===== src/rtl/riscv_ex_hazard_scoreboard.sv =====
// EX hazard scoreboard: tracks in-flight producers for forwarding and load-use
// stalls, plus one outstanding long (mul/div) op; counts stall cycles.
// Ports: i_clk, i_rst_n; ID request fields (i_id_*), i_long_done, i_flush;
// outputs o_stall, o_fwd1_sel/o_fwd2_sel (0=RF, k=entry k), o_long_busy,
// o_stall_cnt.
module riscv_ex_hazard_scoreboard #(
  parameter int NUM_FWD_STAGES = 2,
  parameter int LOAD_LATENCY = 1,
  parameter int STALL_CNT_WIDTH = 16,
  localparam int SEL_W = $clog2(NUM_FWD_STAGES + 1)
) (
  input  logic                       i_clk,
  input  logic                       i_rst_n,
  input  logic                       i_id_valid,
  input  logic [4:0]                 i_id_rs1_addr,
  input  logic [4:0]                 i_id_rs2_addr,
  input  logic                       i_id_rs1_used,
  input  logic                       i_id_rs2_used,
  input  logic [4:0]                 i_id_rd_addr,
  input  logic                       i_id_rd_write,
  input  logic                       i_id_is_load,
  input  logic                       i_id_is_long,
  input  logic                       i_long_done,
  input  logic                       i_flush,
  output logic                       o_stall,
  output logic [SEL_W-1:0]           o_fwd1_sel,
  output logic [SEL_W-1:0]           o_fwd2_sel,
  output logic                       o_long_busy,
  output logic [STALL_CNT_WIDTH-1:0] o_stall_cnt
);

  localparam int N = NUM_FWD_STAGES;

  logic [N:1] e_valid;
  logic [N:1] e_write;
  logic [N:1] e_load;
  logic [4:0] e_rd [N:1];

  logic       busy;
  logic [4:0] busy_rd;
  logic [STALL_CNT_WIDTH-1:0] cnt;

  logic [SEL_W-1:0] sel1;
  logic [SEL_W-1:0] sel2;
  logic lu1;
  logic lu2;
  logic busy_eff;
  logic rd_hit;
  logic long_haz;
  logic stall;
  logic issue;

  // Scan oldest to youngest so the youngest match wins.
  always_comb begin
    sel1 = '0;
    sel2 = '0;
    lu1 = 1'b0;
    lu2 = 1'b0;
    for (int k = N; k >= 1; k--) begin
      if (i_id_rs1_used && i_id_rs1_addr != 5'd0 &&
          e_valid[k] && e_write[k] &&
          e_rd[k] == i_id_rs1_addr) begin
        sel1 = SEL_W'(k);
        lu1 = e_load[k] && (k <= LOAD_LATENCY);
      end
      if (i_id_rs2_used && i_id_rs2_addr != 5'd0 &&
          e_valid[k] && e_write[k] &&
          e_rd[k] == i_id_rs2_addr) begin
        sel2 = SEL_W'(k);
        lu2 = e_load[k] && (k <= LOAD_LATENCY);
      end
    end
  end

  // A completing long op releases its hazard in the same cycle.
  assign busy_eff = busy & ~i_long_done;

  assign rd_hit = (busy_rd != 5'd0) &
    ((i_id_rs1_used & (i_id_rs1_addr == busy_rd)) |
     (i_id_rs2_used & (i_id_rs2_addr == busy_rd)) |
     (i_id_rd_write & (i_id_rd_addr == busy_rd)));

  assign long_haz = busy_eff & (i_id_is_long | rd_hit);
  assign stall = i_id_valid & (lu1 | lu2 | long_haz) & ~i_flush;
  assign issue = i_id_valid & ~stall & ~i_flush;

  always_ff @(posedge i_clk or negedge i_rst_n) begin
    if (!i_rst_n) begin
      e_valid <= '0;
      e_write <= '0;
      e_load <= '0;
      for (int k = 1; k <= N; k++) e_rd[k] <= '0;
      busy <= 1'b0;
      busy_rd <= '0;
      cnt <= '0;
    end else begin
      if (i_flush) begin
        e_valid <= '0;
      end else begin
        for (int k = N; k >= 2; k--) begin
          e_valid[k] <= e_valid[k-1];
          e_write[k] <= e_write[k-1];
          e_load[k] <= e_load[k-1];
          e_rd[k] <= e_rd[k-1];
        end
        // Long ops write back via the done path, never via forwarding.
        e_valid[1] <= issue & ~i_id_is_long;
        e_write[1] <= i_id_rd_write;
        e_load[1] <= i_id_is_load;
        e_rd[1] <= i_id_rd_addr;
      end
      if (issue && i_id_is_long) begin
        busy <= 1'b1;
        busy_rd <= i_id_rd_addr;
      end else if (i_long_done) begin
        busy <= 1'b0;
      end
      if (stall && cnt != '1) cnt <= cnt + 1'b1;
    end
  end

  assign o_stall = stall;
  assign o_fwd1_sel = sel1;
  assign o_fwd2_sel = sel2;
  assign o_long_busy = busy;
  assign o_stall_cnt = cnt;

endmodule


===== config.mk =====
export PLATFORM = sky130hd
export DESIGN_NAME = riscv_ex_hazard_scoreboard
export DESIGN_NICKNAME = d
export VERILOG_FILES = /design/src/rtl/riscv_ex_hazard_scoreboard.sv
export SDC_FILE = /design/constraint.sdc
export NUM_CORES = 1
export LEC_CHECK = 0
export CORE_MARGIN = 4
export CORE_UTILIZATION = 54
export DETAILED_ROUTE_END_ITERATION = 6
export PLACE_DENSITY_LB_ADDON = 0.1
export SLEW_MARGIN = 20
export SYNTH_ARGS = -nofsm -noshare
export SYNTH_HDL_FRONTEND = slang
export SYNTH_SLANG_ARGS = --single-unit

===== constraint.sdc =====
create_clock -name i_clk -period 3.6 [get_ports i_clk]
set_input_delay 0.36 -clock i_clk [delete_from_list [all_inputs] [get_ports i_clk]]
set_output_delay 0.36 -clock i_clk [all_outputs]
set_load 0.02 [all_outputs]

# [After elaboration in Yosys (flattened, before gate mapping)]
# Cells that the tools add are included.
[totals] reg_bits=37 out_inout_bits=22 wordCells=66
[classes] n_addsub=1 n_reduce_logical=20 n_eq_ne=8 muxes=9 bitwise=20
[ops] cell="5-bit == test" count=7
[ops] cell="16-bit by 1-bit adder with 16-bit output, second input constant" count=1
[ops] cell="1-bit logical AND" count=16
[ops] cell="16-bit != test, second input constant" count=1
[ops] cell="5-bit nonzero test" count=3
[ops] cell="1-bit bitwise AND" count=11
[ops] cell="2-bit 2-to-1 mux" count=5
[ops] cell="1-bit OR" count=5
[ops] cell="1-bit 2-to-1 mux" count=4
[ops] cell="1-bit NOT" count=4
[ops] cell="2-bit nonzero test" count=1

# [Logic depth before layout (Yosys ltp)]
# Gate-level depths: netlist (run 1).
[logic_depth] word_depth=15 mapped_depth=9 mapped_depth_nobuf=8

# [Least setup slack after synthesis (run 1)]
# OpenSTA, ideal clock, no wires.
[synth_timing] path_type="reg2reg" startpoint="reg busy_rd[1]" endpoint="reg cnt[12] (netlist: o_stall_cnt[12])" stages_incl_launch_ff=8 required_ns=3.475 synth_period_minus_slack_ns=2.155 t_arrival_ns=2.030 setup_ns=0.125 slack_ns=1.445 cell_sequence="dfrtp_1 > or4_4 > nor2_4 > nor3_2 > nor4_4 > o21ai_2 > nand4_1 > mux2_2"
[synth_between] elab_chain_len=11 elab_cells_between_ends=16 cone_classes="eq/ne: 3; bitwise: 11; reduce/logical: 2"
[synth_lines] item="start, declared" line="40" rtl="logic [4:0] busy_rd;"
[synth_lines] item="start signal, assigned" line="114" rtl="busy_rd <= i_id_rd_addr;"
[synth_lines] item="5-bit == test (on tied branches)" line="79, 80"
[synth_lines] item="1-bit bitwise AND (on tied branches)" line="79, 80"
[synth_lines] item="1-bit OR" line="79" rtl="((i_id_rs1_used & (i_id_rs1_addr == busy_rd)) |"
[synth_lines] item="1-bit OR" line="80" rtl="(i_id_rs2_used & (i_id_rs2_addr == busy_rd)) |"
[synth_lines] item="1-bit bitwise AND (*)" line="78" rtl="assign rd_hit = (busy_rd != 5'd0) &"
[synth_lines] item="1-bit OR (*)" line="83" rtl="assign long_haz = busy_eff & (i_id_is_long | rd_hit);"
[synth_lines] item="1-bit bitwise AND (*)" line="83"
[synth_lines] item="1-bit OR (*)" line="84" rtl="assign stall = i_id_valid & (lu1 | lu2 | long_haz) & ~i_flush;"
[synth_lines] item="1-bit bitwise AND (*) (2 in a row)" line="84"
[synth_lines] item="via o_stall" line="25" rtl="output logic o_stall,"
[synth_lines] item="1-bit logical AND (*)" line="118" rtl="if (stall && cnt != '1) cnt <= cnt + 1'b1;"
[synth_lines] item="end signal, assigned" line="118"
[synth_lines] item="end, declared" line="41" rtl="logic [STALL_CNT_WIDTH-1:0] cnt;"
# Mark *: on every way through the listed nets, which the timed path passes. The rest lies on a longest branch.
# A chain may end at the register's enable or synchronous reset.

# [Final worst setup path (run 1)]
[layout_timing] startpoint="in i_id_rs2_addr[1]" endpoint="out o_stall"
[layout_between] elab_chain_len=10 elab_cells_between_ends=18 cone_classes="eq/ne: 2; mux: 1; bitwise: 10; reduce/logical: 5"
[layout_lines] item="start, declared" line="16" rtl="input logic [4:0] i_id_rs2_addr,"
[layout_lines] item="5-bit == test or 5-bit nonzero test (tied branches)" line="80, 66"
[layout_lines] item="1-bit bitwise AND or 1-bit logical AND (tied branches)" line="80, 66"
[layout_lines] item="1-bit OR or 1-bit logical AND (tied branches)" line="79, 66"
[layout_lines] item="1-bit OR or 1-bit logical AND (tied branches)" line="80, 67"
[layout_lines] item="1-bit bitwise AND or 1-bit logical AND (tied branches)" line="78, 67"
[layout_lines] item="1-bit OR or 1-bit 2-to-1 mux (tied branches)" line="83, 66"
[layout_lines] item="1-bit bitwise AND or 1-bit OR (tied branches)" line="83, 84"
[layout_lines] item="1-bit OR (*)" line="84"
[layout_lines] item="1-bit bitwise AND (*) (2 in a row)" line="84"
[layout_lines] item="end, declared" line="25"
# Mark *: on every way between the ends. The rest lies on a longest branch, timed or not.

==> metrics, run 1 <==
status=finished, final reports clean; Post-Synthesis Cells=187; Setup-failing EPs final=0; Worst Tran Pin Value=0.6174 ns; worst hold path stage count=1; ys async rst share=100.0%; initial core utilization=56.65%; WP depth=7; CP Max Fanout=4; Clock Skews=0.004631 ns; RePlAce Congestion=0.9223; post-cts resize count=0; DPL Wire Length=3512 µm; later-pin clock latency in the skew report=0.29 ns; Syn Nets=213; All-Layer GR Usage=20.39%; Final Hold Fails=0; share of layout cells above drive strength 1=17.23%; hold slack=0.4945 ns; Final nets=263; number of synthesized flops with an enable pin=0; most common cell in the netlist=xnor2_1; RSZ-0062 raised after global routing=false; total of max-cap violations=0; sequential cell area fraction in the yosys report=44.31%; drt drc=0; Vias=1624; post-synth top area share=44.31%; Max VDD drop=262.1 µV; Tmin final=2.994 ns; Fmax=334.0 MHz; Initial DRC Count=114; Hold Path Class=flop to flop; DRT antenna net count=0; Area Overhead vs Synth=29.04%; n_diodes=0; Post-Syn Area per Cell=11.17 µm²; CTS buffer count=5; Setup crit start kind=primary input; drt via density=5.678; utilization after layout=73.10%; arrival time worst endpoint=2.63 ns; Syn. warnings=0; relative slew slack=58.46%; slowest cell delay on critical path=0.58 ns; power per cell area=394.4 nW/µm²; Worst Path Buf+Inv=2; DR pass1 iterations=5; total global routing overflow=0; clock buffer depth=2; clock sink count=37; largest cells by area after synthesis=dfrtp_1 (44%), xnor2_1 (16%), mux2_2 (10%); CP delay by family, top=buffers and inverters; TritonCTS clock tree=built; largest net degree at the start of global routing=38; die width=70.21 µm; Cell Chain, Critical Path=clkdlybuf4s50_1 -> or4_1 -> o21ai_2 -> nor3_2 -> o211ai_2 -> o21ai_2 -> clkdlybuf4s50_1; wire per inst=16.48 µm; Setup Buffers After CTS=0; P_leak=1.037 nW; core footprint=3689 µm²; Post-Route WL=4714 µm; CP max stage cell=or4_1; Post-CTS Hold Buffers=0; Post-Syn Area=2090 µm²; # port buffers=46; vias in the first global route=1796; I/O Pins=47; initial antenna violation count=0; clock slew at reported path FFs=0.07 ns; Core Rows=22; cells on worst reg2reg path=6; post-synthesis sequential element count=37; clk root buf=clkbuf_8; Netlist cell types=33; die area=4929 µm²; Commonest cells post-synth=xnor2_1 (38), dfrtp_1 (37), mux2_2 (19); Die H=70.21 µm; leading area contributor after synthesis=dfrtp_1; total negative slack=0 ns; Main synth FF type=dfrtp_1; Max Slew Vio Count=0; CP required=3.24 ns; Period Utilization, post-route=83.17%; global-route wire length before repair=8079 µm; nature of the critical path endpoint=output port; critical setup path kind=primary input to output port; htree depth=2
[placed cells by master, fill, tap and decap left out]
master	instances
clkdlybuf4s50_1	46
xnor2_1	38
dfrtp_1	37
mux2_2	19
nand4_1	11
xor2_1	11
nand3_1	11
nand2_1	10
clkbuf_8	7
nor2_1	6
and3_1	5
nor3_1	4
nor3_2	3
nor4_1	3
or4_1	3
nor2b_1	2
o21ai_2	2
o21ai_1	2
nand2b_1	2
buf_4	2
nand3b_1	1
or4_4	1
nor2_4	1
nor4_4	1
o211ai_2	1
and2_1	1
o21ai_0	1
mux2_1	1
or2_2	1
o22ai_2	1
inv_1	1
a21bo_2	1
ha_1	1
clkinv_2	1
[cells by family after synthesis]
family	after synthesis	synth area share (%)
compound gates	8	3.233
mux	20	10.78
buf+inv	6	1.617
fa+ha+maj	1	0.5987
xor+xnor	49	20.54
flops	37	44.31
simple gates	66	18.92
[worst paths after layout]
kind / endpoint / slack [ns] / from
min in group asynchronous: e_rd[0] / 0.50 / i_rst_n
max in group asynchronous: o_stall_cnt[13] / 2.76 / i_rst_n
min: o_stall_cnt[15] / 0.49 / o_stall_cnt[15]
max: o_stall / 0.61 / i_id_rs2_addr[1]
min reg2reg: o_stall_cnt[15] / 0.49 / o_stall_cnt[15]
max reg2reg: o_stall_cnt[1] / 1.19 / e_rd[2]
[where the power goes]
part / total (W) / switching, W / leakage, nW / internal (W)
sequential: 0.000516 / 0.0000589 / 0.473 / 0.000457
clock: 0.000314 / 0.000141 / 0.0542 / 0.000173
combinational: 0.000233 / 0.0000981 / 0.510 / 0.000135
total: 0.00106 / 0.000298 / 1.04 / 0.000765
[metrics by stage]
step	instance area (µm²)	std cells	power [W]	setup slack, ns
floorplan	2090	187	0.0006565	1.445
global placement	2595	278	0.0007463	0.6450
detailed placement	2595	278	0.0007594	0.6361
CTS	2696	286	0.001076	0.6214
global route	2696	286	0.001121	0.5037
finish	2696	286	0.001063	0.6058
[flip-flops by register name, summed over array words and instances, names as in the netlist]
name / flops
busy_rd: 5
e_load: 1
e_rd: 10
e_valid: 2
e_write: 2
o_long_busy: 1
o_stall_cnt: 16
[final cells by class]
class                           instances  area [µm²]
Multi-Input combinational cell        144        1130
Inverter                                1       3.754
Clock buffer                            7       96.34
Tap cell                               48       60.06
Sequential cell                        37       925.9
Fill cell                             273       992.2
Timing Repair Buffer                   48       475.5
Clock inverter                          1       5.005
[per-layer routing]
layer	wire (µm)	up-vias	global-route usage, %
met3	257	9	6.043
met5	0	-	0
li1	-	754	-
met4	99	0	8.085
met2	2374	59	35.26
met1	1983	802	23.55
No activity file was read; power rests on OpenSTA's default activity.
==> run 2, diff against run 1 <==
Settings changed: CORE_UTILIZATION 54 to 45.
Clock period 3.6 ns to 2.75 ns, I/O delays scaled along.
==> metrics, run 2 (synthesis results as in run 1) <==
total of max-cap violations=0 (unchanged); nature of the critical path endpoint=output port; sw frac=26.57% (-1.5 points); Area Overhead vs Synth=35.09%; CP Max Fanout=5 (+1); status=finished, final reports clean; total global routing overflow=0 (unchanged); P_leak=1.146 nW (+10%); clock slew at reported path FFs=0.07 ns (about the same); Tmin final=2.577 ns; Int Power=0.001087 W (+42%); Post-Route WL=4898 µm (+3.9%); power share of the clock group=32.5% (+3.0 points); vias in the first global route=1705 (-5.1%); Max Slew Vio Count=0 (unchanged); # port buffers=46 (unchanged); RSZ-0062 raised after global routing=false; later-pin clock latency in the skew report=0.28 ns (about the same); Setup Buffers After CTS=0 (unchanged); clk root buf=clkbuf_8; CP required=2.48 ns (-0.76 ns); DR pass1 iterations=4 (-1); Vias=1603 (-1.3%); DPL Wire Length=3774 µm (+7.5%); RePlAce Congestion=0.7891 (-14%); total negative slack=0 ns (unchanged); GR Layer Usage met3=4.374% (-1.7 points); die area=5797 µm² (+18%); initial antenna violation count=0 (unchanged); I/O Pins=47 (unchanged); drt drc=0 (unchanged); die width=76.14 µm (+8.5%); Final nets=275 (+4.6%); most frequent cells in the layout=clkdlybuf4s50_1 (43), xnor2_1 (38), dfrtp_1 (37); Setup-failing EPs final=0 (unchanged); htree depth=2 (unchanged); Setup crit start kind=flop; Hold Path Class=primary input to async pin; critical setup path kind=flop to output port; clock sink count=37 (unchanged); DRT antenna net count=0 (unchanged); clock buffer depth=2 (unchanged); Max VDD drop=322.7 µV (+23%); share of layout cells above drive strength 1=20.80% (+3.6 points); Worst Tran Pin Value=0.4682 ns (-0.1493 ns); sequential power share=45.0% (-3.5 points); drt via density=5.308 (-6.5%); M2 GR Usage=29.97% (-5.3 points); Final Hold Fails=0 (unchanged); global-route wire length before repair=8528 µm (+5.6%); most common cell after layout, fill and taps aside=clkdlybuf4s50_1; hold slack=0.4122 ns (-0.08230 ns); initial core utilization=47.34% (-9.3 points); Gate power share=22.4% (+0.5 points); Net Sw Power=0.0003932 W (+32%); power per cell area=524.2 nW/µm² (+33%); layer with the highest usage=met2; TritonCTS clock tree=built; largest net degree at the start of global routing=38 (unchanged); wire per inst=16.22 µm (-1.6%); Clock Skews=0.004793 ns (+0.0001613 ns); n_diodes=0 (unchanged); Die H=76.14 µm (+8.5%); Largest register FFs=16 (unchanged); CTS buffer count=5 (unchanged); relative slew slack=68.79% (+10 points); Period Utilization, post-route=93.71%; Core Rows=24 (+9.1%); core footprint=4414 µm² (+20%); Initial DRC Count=67 (-41%); All-Layer GR Usage=17.94% (-2.4 points); global routing usage on met1=22.96% (-0.59 points); arrival time worst endpoint=2.30 ns (-0.33 ns); Fmax=388.0 MHz
## run 2: changes by cell type in the layout (fill, tap and decap cells not counted)
cell	before	now
buf_4	2	13
clkdlybuf4s50_1	46	43
dlymetal6s2s_1	0	2
buf_12	0	1
bufinv_16	0	1
clkbuf_1	0	1
clkbuf_8	7	6
clkinv_2	1	0
dlygate4sd2_1	0	1
## run 2: layout make-up
class | count | area, µm²
flip-flops and latches | 37 | 925.9
clock inverters | 1 | 30.03
clock buffers | 7 | 86.33
well taps | 52 | 65.06
multi-input cells | 144 | 1130
fillers | 343 | 1592
inverters | 1 | 3.754
repair buffers | 60 | 581.8
## run 2: per-stage QoR
step                      power [W]  util, %  cells  worst slack, ns  instance area [µm²]
after floorplan           0.0008595        -    187           0.5951                 2090
after global placement     0.001006    61.22    294          0.03616                 2703
after detailed placement   0.001014    61.22    294          0.04594                 2703
after CTS                  0.001501    63.83    302          0.01299                 2818
after global routing       0.001567    63.95    302          0.03113                 2823
final                      0.001480    63.95    302           0.1730                 2823
## run 2: critical path, stage by stage, from the launching register on
cell	delay (ns)
dfrtp_1	0.45
or4_4	0.55
nor2_4	0.12
nor4_1	0.07
buf_4	0.14
nor4_4	0.25
o21ai_2	0.10
dlygate4sd2_1	0.33
## run 2: path summary, 6_finish.rpt
check | startpoint | to | slack (ns) | cells past startpoint
max | busy_rd[2] | o_stall | 0.17 | 7
min | i_rst_n | e_rd[8] | 0.41 | 2
max reg2reg | e_rd[0] | o_stall_cnt[1] | 0.47 | 8
min reg2reg | o_stall_cnt[15] | o_stall_cnt[15] | 0.50 | 1
max in group asynchronous | i_rst_n | e_valid[2] | 2.00 | 2
min in group i_clk | o_stall_cnt[15] | o_stall_cnt[15] | 0.50 | 1
## run 2: repair_timing
action | in CTS | in global routing
setup endpoints to repair | 1 | 2
gates resized for setup | 1 | 2
pin swaps | 0 | 0
hold buffers | 0 | 0
## run 2: power by group through the flow
stage,Clock (W),Combinational (W),Sequential (W)
after floorplan,0,0.000179,0.000680
after global placement,0,0.000332,0.000675
after detailed placement,0,0.000335,0.000679
after CTS,0.000495,0.000337,0.000668
after global routing,0.000523,0.000366,0.000677
final,0.000481,0.000332,0.000666
## run 2: metal layers
layer / share of wire (%) / vias to the layer above
met1: 45 / 766
met3: 4.3 / 10
met5: 0 / -
li1: - / 779
met4: 1.9 / 0
met2: 49 / 48
